File: src/rtl/bb_quant_agc_if.sv
// Packed-word output stream of the baseband quantizer.
//   valid : packed word present (driven by the quantizer)
//   ready : downstream accepts the word this cycle
//   data  : 8 complex 2-bit samples, sample k in nibble k
interface bb_quant_agc_if;
   logic        valid;
   logic        ready;
   logic [31:0] data;

   modport master (output valid, output data, input ready);
   modport slave  (input valid, input data, output ready);
endinterface

File: src/rtl/bb_quant_agc.sv
// 2-bit (sign + magnitude) quantizer with AGC for 16-bit signed I/Q baseband,
// emulating a MAX2769-style front end. The AGC adapts the magnitude threshold
// so that roughly TARGET magnitude bits are set per 2**WIN_LOG2 complex
// samples. Eight complex samples are packed per 32-bit output word.
//   clk, rstn   : clock, async active-low reset
//   enable      : 0 flushes pipeline, pack and AGC state (threshold kept)
//   dv_in       : sample valid; real_in / imag_in signed I / Q
//   agc_en      : 1 adaptive threshold, 0 use thr_manual
//   thr_manual  : threshold while agc_en=0
//   m           : packed word stream (valid/ready/data)
//   overflow    : sticky, a completed word was dropped
//   thr_out     : threshold currently in use

// One rail (I or Q): stage 1 registers sign and saturated magnitude,
// stage 2 registers sign and the threshold comparison.
//   ld1/ld2 : stage load strobes; din : signed sample; thr : threshold
//   sgn/mag : stage-2 outputs
module bb_quant_rail (
   input  logic        clk,
   input  logic        rstn,
   input  logic        ld1,
   input  logic        ld2,
   input  logic [15:0] din,
   input  logic [14:0] thr,
   output logic        sgn,
   output logic        mag
);
   logic [14:0] abs_c;
   logic [14:0] abs1;
   logic        sgn1;

   // Lower 15 bits of the two's complement suffice for every negative
   // value except -32768, which saturates to 32767.
   always_comb begin
      abs_c = din[14:0];
      if (din[15]) begin
         if (din[14:0] == 15'd0) abs_c = 15'h7fff;
         else                    abs_c = ~din[14:0] + 15'd1;
      end
   end

   always_ff @(posedge clk or negedge rstn) begin
      if (!rstn) begin
         abs1 <= '0;
         sgn1 <= 1'b0;
         sgn  <= 1'b0;
         mag  <= 1'b0;
      end else begin
         if (ld1) begin
            abs1 <= abs_c;
            sgn1 <= din[15];
         end
         if (ld2) begin
            sgn <= sgn1;
            mag <= (abs1 >= thr);
         end
      end
   end
endmodule

module bb_quant_agc #(
   parameter int          WIN_LOG2 = 10,
   parameter int          TARGET   = 683,
   parameter int          HYST     = 32,
   parameter int          STEP     = 16,
   parameter logic [14:0] THR_INIT = 15'd2048
) (
   input  logic                  clk,
   input  logic                  rstn,
   input  logic                  enable,
   input  logic                  dv_in,
   input  logic [15:0]           real_in,
   input  logic [15:0]           imag_in,
   input  logic                  agc_en,
   input  logic [14:0]           thr_manual,
   bb_quant_agc_if.master        m,
   output logic                  overflow,
   output logic [14:0]           thr_out
);
   localparam int NUM_RAILS = 2;
   localparam int STAGES    = 2;
   localparam int CW        = WIN_LOG2 + 2;
   localparam logic [CW-1:0] HI_C   = CW'(TARGET + HYST);
   localparam logic [CW-1:0] LO_C   = CW'(TARGET - HYST);
   localparam logic [15:0]   STEP_C = 16'(STEP);

   // vld_pipe[0]: stage-1 valid, [1]: stage-2 valid, [2]: word complete
   logic [STAGES:0]                vld_pipe;
   logic [NUM_RAILS-1:0][15:0]     rail_in;
   logic [NUM_RAILS-1:0]           sgn2, mag2;
   logic [3:0]                     nib2;
   logic [2:0]                     idx;
   logic [27:0]                    pack;
   logic [31:0]                    word_r;

   logic [WIN_LOG2-1:0]            smp_cnt;
   logic [CW-1:0]                  mag_cnt, mag_sum;
   logic [15:0]                    thr_up_w, thr_dn_w;
   logic [14:0]                    thr_up, thr_dn;

   assign rail_in = {imag_in, real_in};

   for (genvar g = 0; g < NUM_RAILS; g++) begin : g_rail
      bb_quant_rail u_rail (
         .clk  (clk),
         .rstn (rstn),
         .ld1  (dv_in & enable),
         .ld2  (vld_pipe[0] & enable),
         .din  (rail_in[g]),
         .thr  (thr_out),
         .sgn  (sgn2[g]),
         .mag  (mag2[g])
      );
   end

   assign nib2 = {mag2[1], sgn2[1], mag2[0], sgn2[0]};

   // ---------------- valid pipeline ----------------
   always_ff @(posedge clk or negedge rstn) begin
      if (!rstn)        vld_pipe <= '0;
      else if (!enable) vld_pipe <= '0;
      else              vld_pipe <= {vld_pipe[1] & (idx == 3'd7), vld_pipe[0], dv_in};
   end

   // ---------------- packer ----------------
   // The eighth nibble never lands in pack; it goes straight into word_r.
   always_ff @(posedge clk or negedge rstn) begin
      if (!rstn) begin
         idx    <= '0;
         pack   <= '0;
         word_r <= '0;
      end else if (!enable) begin
         idx  <= '0;
         pack <= '0;
      end else if (vld_pipe[1]) begin
         if (idx == 3'd7) word_r <= {nib2, pack};
         for (int k = 0; k < 7; k++)
            if (idx == 3'(k)) pack[4*k +: 4] <= nib2;
         idx <= idx + 3'd1;
      end
   end

   // ---------------- output register / handshake ----------------
   // A held word is never overwritten; a word completing behind a stalled
   // one is discarded and flagged.
   always_ff @(posedge clk or negedge rstn) begin
      if (!rstn) begin
         m.valid  <= 1'b0;
         m.data   <= '0;
         overflow <= 1'b0;
      end else begin
         if (vld_pipe[2] && enable) begin
            if (!m.valid || m.ready) begin
               m.valid <= 1'b1;
               m.data  <= word_r;
            end else begin
               overflow <= 1'b1;
            end
         end else if (m.valid && m.ready) begin
            m.valid <= 1'b0;
         end
         if (!enable) overflow <= 1'b0;
      end
   end

   // ---------------- AGC ----------------
   assign mag_sum  = mag_cnt + CW'(mag2[0]) + CW'(mag2[1]);
   assign thr_up_w = {1'b0, thr_out} + STEP_C;
   assign thr_dn_w = {1'b0, thr_out} - STEP_C;
   assign thr_up   = thr_up_w[15] ? 15'h7fff : thr_up_w[14:0];
   assign thr_dn   = ({1'b0, thr_out} > STEP_C) ? thr_dn_w[14:0] : 15'd1;

   // The window-end sample is included through mag_sum; the updated
   // threshold reaches stage 2 from the following cycle.
   always_ff @(posedge clk or negedge rstn) begin
      if (!rstn) begin
         thr_out <= THR_INIT;
         smp_cnt <= '0;
         mag_cnt <= '0;
      end else if (!enable) begin
         smp_cnt <= '0;
         mag_cnt <= '0;
      end else if (!agc_en) begin
         thr_out <= thr_manual;
         smp_cnt <= '0;
         mag_cnt <= '0;
      end else if (vld_pipe[1]) begin
         if (&smp_cnt) begin
            if (mag_sum > HI_C)      thr_out <= thr_up;
            else if (mag_sum < LO_C) thr_out <= thr_dn;
            smp_cnt <= '0;
            mag_cnt <= '0;
         end else begin
            smp_cnt <= smp_cnt + 1'b1;
            mag_cnt <= mag_sum;
         end
      end
   end
endmodule
File: src/flat_wrapper.sv
// flat-port wrapper written by rule: the top's interface ports become plain ports
module bb_quant_agc_flat 
#(
   parameter int          WIN_LOG2 = 10,
   parameter int          TARGET   = 683,
   parameter int          HYST     = 32,
   parameter int          STEP     = 16,
   parameter logic [14:0] THR_INIT = 15'd2048
)
  (clk, rstn, enable, dv_in, real_in, imag_in, agc_en, thr_manual, overflow, thr_out, m_valid, m_data, m_ready);
  bb_quant_agc_if m_i ();
  input  logic clk;
  input  logic rstn;
  input  logic enable;
  input  logic dv_in;
  input  logic [15:0] real_in;
  input  logic [15:0] imag_in;
  input  logic agc_en;
  input  logic [14:0] thr_manual;
  output logic overflow;
  output logic [14:0] thr_out;
  output wire logic [$bits(m_i.valid)-1:0] m_valid;
  output wire logic [$bits(m_i.data)-1:0] m_data;
  input wire logic [$bits(m_i.ready)-1:0] m_ready;
  assign m_valid = m_i.valid;
  assign m_data = m_i.data;
  assign m_i.ready = m_ready;
  bb_quant_agc #(.WIN_LOG2(WIN_LOG2), .TARGET(TARGET), .HYST(HYST), .STEP(STEP), .THR_INIT(THR_INIT)) u_core (.clk(clk), .rstn(rstn), .enable(enable), .dv_in(dv_in), .real_in(real_in), .imag_in(imag_in), .agc_en(agc_en), .thr_manual(thr_manual), .m(m_i), .overflow(overflow), .thr_out(thr_out));
endmodule
File: config.mk
export PLATFORM = sky130hd
export DESIGN_NAME = bb_quant_agc_flat
export DESIGN_NICKNAME = d
export VERILOG_FILES = /design/src/rtl/bb_quant_agc_if.sv /design/src/rtl/bb_quant_agc.sv /design/src/flat_wrapper.sv
export SDC_FILE = /design/constraint.sdc
export NUM_CORES = 1
export LEC_CHECK = 0
export CORE_MARGIN = 3
export CORE_UTILIZATION = 55
export DETAILED_ROUTE_END_ITERATION = 7
export GPL_TIMING_DRIVEN = 0
export PLACE_DENSITY = 0.79
export SETUP_SLACK_MARGIN = 0.15
export SLEW_MARGIN = 30
export SYNTH_ARGS = -nofsm -noshare
export SYNTH_HDL_FRONTEND = slang
export SYNTH_SLANG_ARGS = --single-unit
File: constraint.sdc
create_clock -name clk -period 4.86 [get_ports clk]
set_input_delay 0.972 -clock clk [delete_from_list [all_inputs] [get_ports clk]]
set_output_delay 0.972 -clock clk [all_outputs]
set_load 0.02 [all_outputs]
* After elaboration in Yosys (flattened, before gate mapping)
Index checks and enable logic that the tools add are counted.
** Storage, ports and cells
- Output and inout bits :: 49
- Latch bits :: 0
- Memories :: 0
- Bits in writable memories :: 0
- Logic and storage cells :: 122
- Memory bits (read-only) :: 0
- Register bits :: 173
** Cells by class
- Multiply operators :: 0
- Equal/unequal tests :: 22
- Magnitude comparators :: 5
- Shift operators :: 0
- Bitwise gates (word level) :: 5
- Muxes and demuxes :: 37
- Reduce and logical (&&, ||, !) cells :: 21
- Div/mod/pow operators :: 0
- Add/sub/neg operators :: 8
** Operators with widths (count)
- 15-bit 2-to-1 mux :: 11
- 28-bit 2-to-1 mux :: 2
- 12-bit 2-to-1 mux :: 4
- 10-bit 2-to-1 mux :: 4
- 15-bit by 1-bit adder with 15-bit output, second input constant :: 2
- 15-bit greater-or-equal comparator :: 2
- 15-bit zero test :: 2
- 15-bit NOT :: 2
- 4-bit 2-to-1 mux :: 7
- 12-bit by 1-bit adder with 12-bit output :: 2
- 2-bit by 1-bit inequality test with 1-bit output, second input constant :: 11
- 2-bit AND reduction :: 10
- 15-bit by 5-bit adder with 16-bit output, second input constant :: 1
- 15-bit by 5-bit greater-than comparator with 1-bit output, second input constant :: 1
- 15-bit by 5-bit subtractor with 15-bit output, second input constant :: 1
- 3-bit equality test, second input constant :: 4
- 12-bit by 10-bit greater-than comparator with 1-bit output, second input constant :: 1
- 12-bit by 10-bit less-than comparator with 1-bit output, second input constant :: 1
- 10-bit by 1-bit adder with 10-bit output, second input constant :: 1
- 10-bit AND reduction :: 1
- 3-bit 2-to-1 mux :: 3
- 3-bit by 2-bit equality test with 1-bit output, second input constant :: 2
- 1-bit 2-to-1 mux :: 6
- 2-bit inequality test, second input constant :: 2
- other kinds (12) :: 15

* Depth between registers and ports, before layout
- Depth after elaboration :: 8
- Gate-level depth with buffers :: 12

* Modules after synthesis
Synthesis repeated with hierarchy kept, for this count alone.
** Unflattened totals
- Cells, all modules :: 915
- Area total of the unflattened synthesis :: 9341.5 µm²
** By module, submodules not included
- bb_quant_agc :: area each 6698.9 µm², instances 1, sequential area each 3429.5 µm², cells each 617
- bb_quant_rail :: area each 1321.3 µm², instances 2, sequential area each 450.4 µm², cells each 149

* Worst setup path after synthesis
Ideal clock, no wire load.
- Path kind :: input -> register
- Start :: input port real_in[0]
- End :: register u_core.g_rail[0].u_rail.abs1[12]
- Setup slack :: 1.903 ns
- Path buffers :: 1
- Arrival time :: 2.880 ns
- Data required time :: 4.783 ns
- Stages on the path :: 10
- Setup time :: 0.077 ns
- Path through :: inv_1 -> ha_1 -> nand2_1 -> or3_1 -> or4_1 -> or3_1 -> nor3b_2 -> nor2_1 -> buf_6 -> a21oi_1
** Between the ends
- Cells in the longest elaborated chain, start to end :: 4
** Ends and longest elaborated chain
- start, declared :: RTL line flat_wrapper.sv:16 : input logic [15:0] real_in;
- 15-bit NOT :: RTL line bb_quant_agc.sv:38 : else abs_c = ~din[14:0] + 15'd1;
- 15-bit by 1-bit adder with 15-bit output :: RTL line bb_quant_agc.sv:38
- 15-bit 2-to-1 mux * :: RTL line bb_quant_agc.sv:37 : if (din[14:0] == 15'd0) abs_c = 15'h7fff;
- 15-bit 2-to-1 mux * :: RTL line bb_quant_agc.sv:36 : if (din[15]) begin
- end signal, assigned :: RTL line bb_quant_agc.sv:50 : abs1 <= abs_c;
- end, declared :: RTL line bb_quant_agc.sv:29 : logic [14:0] abs1;
Every way passes the cells marked *; elsewhere a longest branch is shown, timed or not.
A chain may end at the register's enable or synchronous reset.

* Worst setup path after layout
- Start :: register u_core.g_rail[1].u_rail.mag
- End :: register u_core.thr_out[12]
** Between the ends
- Cells in the longest elaborated chain, start to end :: 6
** Ends and longest elaborated chain
- start, declared :: RTL line bb_quant_agc.sv:26 : output logic mag
- start signal, assigned :: RTL line bb_quant_agc.sv:55 : mag <= (abs1 >= thr);
- 12-bit by 1-bit adder with 12-bit output * :: RTL line bb_quant_agc.sv:167 : assign mag_sum = mag_cnt + CW'(mag2[0]) + CW'(mag2[1]);
- 12-bit by 10-bit greater-than comparator with 1-bit output :: RTL line bb_quant_agc.sv:189 : if (mag_sum > HI_C) thr_out <= thr_up;
- 15-bit 2-to-1 mux :: RTL line bb_quant_agc.sv:189
- 15-bit 2-to-1 mux :: RTL line bb_quant_agc.sv:188 : if (&smp_cnt) begin
- 15-bit 2-to-1 mux :: RTL line bb_quant_agc.sv:187 : end else if (vld_pipe[1]) begin
- 15-bit 2-to-1 mux :: RTL line bb_quant_agc.sv:183 : end else if (!agc_en) begin
- end signal, assigned :: RTL line bb_quant_agc.sv:184 : thr_out <= thr_manual;
- end signal, assigned :: RTL line bb_quant_agc.sv:189
- end signal, assigned :: RTL line bb_quant_agc.sv:190 : else if (mag_sum < LO_C) thr_out <= thr_dn;
- end, declared :: RTL line bb_quant_agc.sv:78 : output logic [14:0] thr_out
Every way passes the cells marked *; elsewhere a longest branch is shown, timed or not. The select of a mux whose other input is x is not followed.

==> results.sh <==
export IMPL_cts_max_level=4
export IMPL_period_share_pct=68.9
export IMPL_worst_path_largest_cell_delay_ps=570
export IMPL_vias=7178
export IMPL_async_reset_ff_share_pct=100
export IMPL_drive_gt1_share_pct=13.2
export IMPL_critPathBufInv=3
export IMPL_die_h_um=136
export IMPL_worstSetupStartpointType="register"
export IMPL_ys_flop_type="dfrtp_1"
export IMPL_crit_type="reg2reg"
export IMPL_syn_to_final_growth_pct=20.9
export IMPL_numPortBuffers=100
export IMPL_end_kind="register"
export IMPL_drt_iter0_drc=627
export IMPL_cp_slowest_cell="fa_1"
export IMPL_crit_path_end="u_core.thr_out[12]$_DFFE_PN0P_"
export IMPL_firstDrtPassIters=6
export IMPL_r2r_end="u_core.thr_out[12]$_DFFE_PN0P_"
export IMPL_totalPowerFinal_uw=3700
export IMPL_placed_cells_incl_taps=1205
export IMPL_rsz0062_at_grt="false"
export IMPL_syn_area_mm2=0.00924
export IMPL_cts_tree="done"
export IMPL_grt_pass1_vias=7102
export IMPL_track_usage_pct=24.1
export IMPL_synth_edf_count=0
export IMPL_nNetsFinal=1105
export IMPL_tightest_slew_ps=950
export IMPL_ys_types=77
export IMPL_fin_crit_ps=3350
export IMPL_wire_per_inst_um=17.6
export IMPL_yosys_warnings=0
export IMPL_synth_nets=984
export IMPL_core_area_mm2=0.0162
export IMPL_reg2regPathDepth=12
export IMPL_initial_core_util_pct=57.2
export IMPL_setup_ws_ps=1510
export IMPL_stdcell_count=1236
export IMPL_avgSynthCellArea_um2=10.4
export IMPL_finalWeightedCongestion=0.929
export IMPL_seq_area_frac_synth_pct=46.8
export IMPL_synthCells=887
export IMPL_grt_pass1_wl_um=35200
export IMPL_worst_ep_required_time_ps=5160
export IMPL_placed_cell_area_mm2=0.0106
export IMPL_fin_util_pct=69.1
export IMPL_io_pins=102
export IMPL_antenna_found_initial=0
export IMPL_cp_startpoint="u_core.g_rail[1].u_rail.mag$_DFFE_PN0P_"
export IMPL_cp_num_cells=12
export IMPL_final_common_cell="dfrtp_1"
export IMPL_cts_hold_buf=0
export IMPL_clk_latency_ps=440
export IMPL_hold_path_class="in2async"
export IMPL_die_area_mm2=0.0184
export IMPL_diodes=0
export IMPL_cts_root_buf="clkbuf_16"
export IMPL_rows=46
export IMPL_skew_ps=6.55
export IMPL_outcome="finished, final reports clean"
export IMPL_rr_startpoint="u_core.g_rail[1].u_rail.mag$_DFFE_PN0P_"
export IMPL_cp_data_arrival_time_ps=3650
export IMPL_clockBufferDepth=2
export IMPL_finalSetupViolations=0
export IMPL_ant_nets=0
export IMPL_cts_sinks=173
export IMPL_cts_made_buffers=17
export IMPL_layout_common_cells="dfrtp_1, clkdlybuf4s50_1, nor2_1"
export IMPL_cts_setup_buffers=0
export IMPL_crit_top_cell="buf_2"
export IMPL_viasPerCell=5.81
export IMPL_cpLargestDelayFamily="adder cells"
export IMPL_max_freq_mhz=299
export IMPL_routed_wl_um=21700
export IMPL_overflow=0
export IMPL_r2r_slack_ps=1510
export IMPL_crit_fanout=10
export IMPL_peakVddDrop_mv=0.289
export IMPL_power_density_mw_per_mm2=331
export IMPL_report_final_slew_viol_count=0
export IMPL_hold_violations=0
export IMPL_clk_pin_slew_worst_paths_ps=60
export IMPL_post_place_ws_ps=1200
export IMPL_max_slew_margin_pct=36.1
export IMPL_dpl_hpwl_um=15500
export IMPL_die_w_um=136
export IMPL_drcViolationCount=0
export IMPL_grt_max_degree=88
export IMPL_crit_chain="fa_1, ha_1, buf_2, nand2_1, nor4_4, or3_1, a211oi_1, a31oi_2, buf_2, buf_2, a31oi_1, o31ai_1"
export IMPL_final_area_mm2=0.0112
export IMPL_ys_ff_latch=173
export IMPL_cts_resized=0
export IMPL_total_leakage_power_uw=0.00508
export IMPL_drv_cap=0
## through the flow
| stage | TNS [ps] | hold WS [ps] |
|---|---|---|
| CTS | 0 | 288 |
| detailed placement | 0 | 475 |
| finish | 0 | 302 |
| global route | 0 | 284 |
| floorplan | 0 | 441 |
| global placement | -731420 | 457 |
## Yosys cell counts (4+ instances only)
library cell | n | share of area [%]
buf_2 | 10 | 0.54
a31oi_1 | 13 | 0.88
clkbuf_1 | 37 | 1.5
a21oi_1 | 46 | 2.5
o21ai_0 | 36 | 1.9
a311o_1 | 6 | 0.65
xnor2_1 | 10 | 0.95
a211oi_1 | 6 | 0.49
dfrtp_1 | 172 | 47
nor2b_1 | 34 | 2.3
mux2_2 | 66 | 8.0
nor4_1 | 6 | 0.41
nand3_1 | 34 | 1.8
nor2_1 | 74 | 3.0
o2111ai_1 | 4 | 0.38
o21a_1 | 5 | 0.41
o31ai_1 | 15 | 1.2
a21o_1 | 4 | 0.32
a21boi_0 | 5 | 0.41
xor2_1 | 25 | 2.4
and3_1 | 14 | 0.95
inv_1 | 31 | 1.3
ha_1 | 43 | 5.8
nor3_1 | 13 | 0.70
or4_1 | 4 | 0.32
nand4_1 | 18 | 1.2
mux2i_1 | 28 | 3.0
nand2b_1 | 5 | 0.34
nand2_1 | 46 | 1.9
or3_1 | 7 | 0.47
## report_power, final
group          total, uW  internal, uW  leakage [uW]  switching (uW)
Clock               1400           798      0.000297             598
Combinational        713           295       0.00250             417
Sequential          1590          1520       0.00229            70.1
Total               3700          2610       0.00508            1090
## worst register-to-register path: stages, from the launching register on
cell	delay [ps]
dfrtp_1	400
fa_1	570
ha_1	250
buf_2	190
nand2_1	160
nor4_4	70
or3_1	360
a211oi_1	270
a31oi_2	210
buf_2	230
buf_2	210
a31oi_1	210
o31ai_1	100
## cells by family (layout without fill, tap and decap cells)
logic type	after synthesis	in the layout	synth area share, %
AOI/OAI and AO/OA	178	178	12.8
adders and majority gates	44	44	6.04
DFF	173	173	46.8
and+or+nand+nor	279	279	16.1
xor gates and xnor gates	35	35	3.32
muxes	94	94	11.1
buffers and inverters	84	217	3.83
## state kept, by name (all words and copies together), names as in the netlist, 3 cells and up
| register | flops |
|---|---|
| u_core.g_rail.u_rail.abs1 | 30 |
| u_core.mag_cnt | 12 |
| u_core.idx | 3 |
| u_core.m.data | 32 |
| u_core.thr_out | 15 |
| u_core.smp_cnt | 10 |
| u_core.vld_pipe | 3 |
| u_core.word_r | 32 |
| u_core.pack | 28 |
## metal layers
metal	GRT usage, %	up-vias	wire length [um]
li1	-	3445	-
met2	40.2	215	10600
met5	0	-	0
met4	8.29	0	526
met1	31.8	3482	9520
met3	4.68	36	1090
## final cells by class
type	instances	area, um2
Multi-Input combinational cell	630	4560
Clock inverter	12	150
Fill cell	1237	4990
Tap cell	216	270
Sequential cell	173	4330
Inverter	33	124
Clock buffer	19	453
Timing Repair Buffer	102	1060
Buffer	51	230
## worst min path at each step
stage                                                        end                                          from  slack, ps
global route                       u_core.smp_cnt[4]$_DFFE_PN0P_                                          rstn        280
finish                             u_core.smp_cnt[4]$_DFFE_PN0P_                                          rstn        300
global placement        u_core.g_rail[0].u_rail.sgn1$_DFFE_PN0P_      u_core.g_rail[0].u_rail.sgn1$_DFFE_PN0P_        460
CTS                                u_core.smp_cnt[4]$_DFFE_PN0P_                                          rstn        290
floorplan               u_core.g_rail[0].u_rail.sgn1$_DFFE_PN0P_      u_core.g_rail[0].u_rail.sgn1$_DFFE_PN0P_        440
detailed placement  u_core.g_rail[0].u_rail.abs1[14]$_DFFE_PN0P_  u_core.g_rail[0].u_rail.abs1[14]$_DFFE_PN0P_        470
No activity file was read; power rests on OpenSTA's default activity.
